File: config.mk
export PLATFORM = sky130hd
export DESIGN_NAME = aes_round_tail_stage
export DESIGN_NICKNAME = d
export VERILOG_FILES = /design/src/rtl/aes_round_tail_stage.sv
export SDC_FILE = /design/constraint.sdc
export NUM_CORES = 1
export LEC_CHECK = 0
export BUFFER_PORTS_ARGS = -buffer_cell sky130_fd_sc_hd__clkbuf_2
export CAP_MARGIN = 5
export CORE_MARGIN = 8
export CORE_UTILIZATION = 60
export CTS_CLUSTER_DIAMETER = 40
export DETAILED_ROUTE_END_ITERATION = 8
export HOLD_SLACK_MARGIN = 0.02
export PLACE_DENSITY = 0.86
export SLEW_MARGIN = 20
export SYNTH_ARGS = -nofsm -noshare
export SYNTH_HDL_FRONTEND = slang
export SYNTH_SLANG_ARGS = --single-unit
export TNS_END_PERCENT = 20
File: constraint.sdc
create_clock -name clk -period 5.4 [get_ports clk]
set_input_delay 1.08 -clock clk [delete_from_list [all_inputs] [get_ports clk]]
set_output_delay 1.08 -clock clk [all_outputs]
set_load 0.01 [all_outputs]
File: src/rtl/aes_round_tail_stage.sv
// aes_round_tail_stage
//   Registered AES round tail that follows SubBytes. It applies ShiftRows,
//   then MixColumns (skipped on the final round), then AddRoundKey. The
//   result sits behind a valid/ready output register. When SKID_BUF=1 a
//   second skid entry is added, so in_ready is driven only by registers.
//   Optional build macro AES_ROUND_TAIL_PIPE2_EN adds a register stage
//   between MixColumns and AddRoundKey. The round key is carried through
//   that stage, and latency becomes 2.
//   Byte k of a 128-bit state occupies bits [127-8k -: 8]. The byte's row
//   is k%4 and its column is k/4.
`timescale 1ns/1ps
module aes_round_tail_stage #(
  parameter int unsigned TAG_W    = 4,
  parameter int unsigned SKID_BUF = 1
) (
  input  logic             clk,
  input  logic             rst_n,
  input  logic             in_valid,
  output logic             in_ready,
  input  logic [127:0]     in_state,
  input  logic [127:0]     in_key,
  input  logic             in_last,
  input  logic [TAG_W-1:0] in_tag,
  output logic             out_valid,
  input  logic             out_ready,
  output logic [127:0]     out_state,
  output logic             out_last,
  output logic [TAG_W-1:0] out_tag
);

  function automatic logic [7:0] xtime(input logic [7:0] b);
    return {b[6:0], 1'b0} ^ (b[7] ? 8'h1b : 8'h00);
  endfunction

  // out byte (r,c) = in byte (r,(c+r)%4)
  function automatic logic [127:0] shift_rows(input logic [127:0] s);
    logic [127:0] o;
    o = '0;
    for (int unsigned k = 0; k < 16; k++) begin
      o[127-8*k -: 8] = s[127-8*(4*(((k/4)+(k%4))%4)+(k%4)) -: 8];
    end
    return o;
  endfunction

  // One column; a0 is row 0, which is the most significant byte
  function automatic logic [31:0] mix_column(input logic [31:0] col);
    logic [7:0] a0, a1, a2, a3;
    {a0, a1, a2, a3} = col;
    return {xtime(a0) ^ xtime(a1) ^ a1 ^ a2 ^ a3,
            a0 ^ xtime(a1) ^ xtime(a2) ^ a2 ^ a3,
            a0 ^ a1 ^ xtime(a2) ^ xtime(a3) ^ a3,
            xtime(a0) ^ a0 ^ a1 ^ a2 ^ xtime(a3)};
  endfunction

  function automatic logic [127:0] mix_columns(input logic [127:0] s);
    logic [127:0] o;
    o = '0;
    for (int unsigned c = 0; c < 4; c++) begin
      o[127-32*c -: 32] = mix_column(s[127-32*c -: 32]);
    end
    return o;
  endfunction

  logic [127:0]     sr_d;
  logic [127:0]     mixed_d;

  // Feed into the output entries (directly from the input or from stage A)
  logic             b_valid;
  logic             b_ready;
  logic [127:0]     b_state;
  logic             b_last;
  logic [TAG_W-1:0] b_tag;

  logic             skid_valid;
  logic [127:0]     skid_state;
  logic             skid_last;
  logic [TAG_W-1:0] skid_tag;

  // ShiftRows, then MixColumns unless this is the final round
  always_comb begin
    sr_d    = shift_rows(in_state);
    mixed_d = in_last ? sr_d : mix_columns(sr_d);
  end

  // Output side can take a new state when skid is free, or the main register is free or draining
  always_comb begin
    if (SKID_BUF != 0) b_ready = !skid_valid;
    else               b_ready = !out_valid || out_ready;
  end

`ifdef AES_ROUND_TAIL_PIPE2_EN
  logic             a_valid;
  logic [127:0]     a_mixed;
  logic [127:0]     a_key;
  logic             a_last;
  logic [TAG_W-1:0] a_tag;
  logic             a_ready;

  // Stage A accepts when empty or when it hands its content on this cycle
  always_comb begin
    a_ready  = !a_valid || b_ready;
    in_ready = a_ready;
    b_valid  = a_valid;
    b_state  = a_mixed ^ a_key;
    b_last   = a_last;
    b_tag    = a_tag;
  end

  // Stage A register: post-MixColumns state with its round key alongside
  always_ff @(posedge clk or negedge rst_n) begin
    if (!rst_n) begin
      a_valid <= 1'b0;
      a_mixed <= '0;
      a_key   <= '0;
      a_last  <= 1'b0;
      a_tag   <= '0;
    end else if (a_ready) begin
      a_valid <= in_valid;
      if (in_valid) begin
        a_mixed <= mixed_d;
        a_key   <= in_key;
        a_last  <= in_last;
        a_tag   <= in_tag;
      end
    end
  end
`else
  // Single stage: AddRoundKey is applied directly on the input side
  always_comb begin
    in_ready = b_ready;
    b_valid  = in_valid;
    b_state  = mixed_d ^ in_key;
    b_last   = in_last;
    b_tag    = in_tag;
  end
`endif

  // Main output register plus skid entry. Skid only fills when SKID_BUF=1,
  // because otherwise b_ready already requires main to be free or draining.
  always_ff @(posedge clk or negedge rst_n) begin
    if (!rst_n) begin
      out_valid  <= 1'b0;
      out_state  <= '0;
      out_last   <= 1'b0;
      out_tag    <= '0;
      skid_valid <= 1'b0;
      skid_state <= '0;
      skid_last  <= 1'b0;
      skid_tag   <= '0;
    end else if (skid_valid) begin
      if (out_ready) begin
        out_state  <= skid_state;
        out_last   <= skid_last;
        out_tag    <= skid_tag;
        skid_valid <= 1'b0;
      end
    end else if (b_valid && b_ready) begin
      if (!out_valid || out_ready) begin
        out_valid <= 1'b1;
        out_state <= b_state;
        out_last  <= b_last;
        out_tag   <= b_tag;
      end else begin
        skid_valid <= 1'b1;
        skid_state <= b_state;
        skid_last  <= b_last;
        skid_tag   <= b_tag;
      end
    end else if (out_ready) begin
      out_valid <= 1'b0;
    end
  end

endmodule
==> flow_summary.json <==
{
  "grt_pass1_wl_um": 98500,
  "io_pins": 400,
  "violations": "design-rule violations",
  "syn_area_sq_um": 20400,
  "initial_utilization": 0.609,
  "ys_types": 42,
  "clkLatencyLatePin_ns": 0.55,
  "crit_path_start": "skid_valid",
  "htreeDepth": 2,
  "num_vias": 17100,
  "cts_root_buf": "clkbuf_16",
  "setup.worst_path.start_class": "flip-flop",
  "dr.pass1.iters": 9,
  "p_sw_uw": 3200,
  "clkSinkCount": 268,
  "antenna_found_initial": 8,
  "mostFrequentLayoutCells": "397 x clkbuf_2, 267 x dfrtp_1, 236 x xor2_1, 211 x nand2_1, 166 x o21ai_0",
  "finalSetupTns_ns": 0,
  "ys_ff_latch": 268,
  "relSlewSlack": 0.282,
  "die_h_um": 200,
  "yosysWarnings": 0,
  "fin_nets": 2505,
  "cts_hold_buf": 0,
  "finalCritPeriodShare": 0.696,
  "row_count": 67,
  "numCtsBuffers": 43,
  "synth_seq_area_share": 0.328,
  "cts_buffer_depth": 3,
  "drt_first_iter_violations": 1569,
  "post_cts_buffers": 0,
  "first_global_vias": 17600,
  "hp-class": "reg -> reg",
  "pwr-share-comb": 0.346,
  "place.port_buffers": 399,
  "cts.repair.resized": 0,
  "layout-drive-gt1-share": 0.228,
  "synthCells": 1972,
  "gp_congestion": 0.913,
  "coreArea_sq_um": 33500,
  "die_x_um": 200,
  "switching_share": 0.351,
  "p_clk_frac": 0.314,
  "fin_ws_ns": 1.64,
  "grt_overflow_total": 0,
  "mostFrequentLayoutCell": "clkbuf_2",
  "maxSlewViolCount": 0,
  "maxCapViolCount": 0,
  "worstMarginPinSlew_ns": 1.08,
  "worstPathMaxFanout": 84,
  "grt_max_degree": 155,
  "rsz0062_at_grt": "false",
  "dp_slack_ns": 1.76,
  "power.leakage_uw": 0.0124,
  "seq_power_share": 0.340,
  "grt_use_total": 0.304,
  "crit_path_end": "in_ready",
  "synth_nets": 2237,
  "reg2reg_to": "out_state[57]",
  "max_freq_mhz": 266,
  "power.density_nw_per_um2": 382,
  "cp.arrival_ns": 2.68,
  "p_int_uw": 5920,
  "min_period_ns": 3.76,
  "viasPerCell": 6.29,
  "final_area_sq_um": 23900,
  "clk_pin_slew_ns": 0.05,
  "dieArea_sq_um": 40200,
  "hpwl_um": 43100,
  "drt.antenna.violating_nets": 0,
  "drc": 1,
  "reg2reg_from": "skid_valid",
  "crit_type": "reg -> out",
  "cp.required_ns": 4.32,
  "nFillCells": 2349,
  "syn_to_final_growth_pct": 16.8,
  "wl_um": 63100,
  "fin_worst_skew_ns": 0.00927,
  "rrSetupSlack_ns": 2.25,
  "hold_viol": 0,
  "status": "finished, violations left",
  "reg2reg_depth": 5,
  "fin_util": 0.712,
  "syn_area_per_cell_sq_um": 10.4,
  "ir_worst_vdd_mv": 0.318,
  "setup_violations": 0,
  "holdCritStartpoint": "skid_state[34]",
  "postPlaceCellArea_sq_um": 22400,
  "tritoncts": "built",
  "routedWlPerCell_um": 23.2,
  "cp-end-kind": "output port"
}
==> power by group through the flow <==
stage          clock network (uW)  logic, uW  registers (uW)
2_1_floorplan                   0       1990            3130
6_report                     2860       3150            3100
4_1_cts                      2900       3160            3080
3_5_place_dp                    0       3120            3110
3_3_place_gp                    0       3000            3080
5_1_grt                      2980       3440            3170
==> worst min path at each step <==
stage                 endpoint  cells past startpoint
2_1_floorplan   skid_state[98]                      2
3_3_place_gp   skid_state[102]                      2
3_5_place_dp    skid_state[96]                      2
4_1_cts          skid_state[2]                      2
5_1_grt          skid_state[0]                      2
6_report        skid_state[34]                      2
==> sequential cells by signal (all words and copies together), names as in the netlist <==
name,flops
out_state,128
skid_state,128
out_tag,4
skid_tag,4
out_last,1
out_valid,1
skid_last,1
skid_valid,1
==> layer usage <==
metal	part of all wire	up-vias	global-route usage
met5	0.00086	-	0
met4	0.043	8	0.149
met3	0.091	181	0.0637
met2	0.48	986	0.493
met1	0.38	8377	0.384
li1	-	7594	-
==> critical path, cell delays in order (launching register included) <==
cell and delay [ns]:
dfrtp_4 0.99, clkinv_2 0.78, clkbuf_2 0.33
==> synth_stat cells <==
master | number | area (sq um)
a21oi_1 | 88 | 440
a221o_1 | 1 | 10.0
a221oi_1 | 2 | 17.5
a222oi_1 | 42 | 420
a22o_1 | 1 | 8.76
and3_1 | 80 | 500
buf_1 | 3 | 11.3
buf_2 | 46 | 230
buf_4 | 3 | 22.5
buf_6 | 4 | 45.0
clkbuf_1 | 133 | 499
clkbuf_2 | 5 | 25.0
clkinv_1 | 1 | 3.75
dfrtp_1 | 268 | 6710
inv_2 | 1 | 3.75
mux2i_1 | 115 | 1150
nand2_1 | 211 | 792
nand3_1 | 83 | 415
nand4_1 | 80 | 500
nor2_1 | 6 | 22.5
nor2_2 | 1 | 6.26
nor3_1 | 2 | 10.0
o2111ai_1 | 1 | 8.76
o211ai_1 | 4 | 30.0
o21a_1 | 3 | 22.5
o21ai_0 | 166 | 831
o21ai_1 | 18 | 90.1
o22a_1 | 2 | 17.5
o22ai_1 | 1 | 6.26
o311ai_0 | 1 | 8.76
or3_1 | 1 | 6.26
or4_1 | 80 | 601
xnor2_1 | 105 | 920
xnor2_2 | 12 | 195
xnor2_4 | 2 | 55.1
xnor3_1 | 120 | 2700
xnor3_2 | 1 | 23.8
xnor3_4 | 1 | 26.3
xor2_1 | 236 | 2070
xor2_2 | 4 | 65.1
xor3_1 | 37 | 880
xor3_2 | 1 | 25.0
==> area by class of cell <==
type	count	area, sq um	share of cell area
Clock buffer	52	1170	0.0491
Clock inverter	25	304	0.0127
Antenna cell	4	10.0	0.000420
Tap cell	448	561	0.0235
Timing Repair Buffer	417	2170	0.0908
Multi-Input combinational cell	1508	12900	0.542
Sequential cell	268	6710	0.281
Inverter	2	13.8	0.000577
==> through the flow <==
step,hold WS [ns],power (uW),cells
after global placement,0.454,6070,2643
after CTS,0.475,9140,2720
final,0.471,9120,2724
after global routing,0.497,9590,2724
after floorplan,0.442,5120,1972
after detailed placement,0.463,6230,2643
==> kinds of logic (layout without fill, tap and decap cells) <==
| family | count (synthesis) | in the layout | share of synthesized area |
|---|---|---|---|
| AO/OA/AOI/OAI | 330 | 330 | 0.0936 |
| XOR/XNOR | 519 | 519 | 0.341 |
| buffers and inverters | 196 | 496 | 0.0412 |
| flip-flops | 268 | 268 | 0.328 |
| multiplexers | 115 | 115 | 0.0564 |
| other | 0 | 4 | 0 |
| AND/OR/NAND/NOR | 544 | 544 | 0.140 |
No activity file was read; power rests on OpenSTA's default activity.
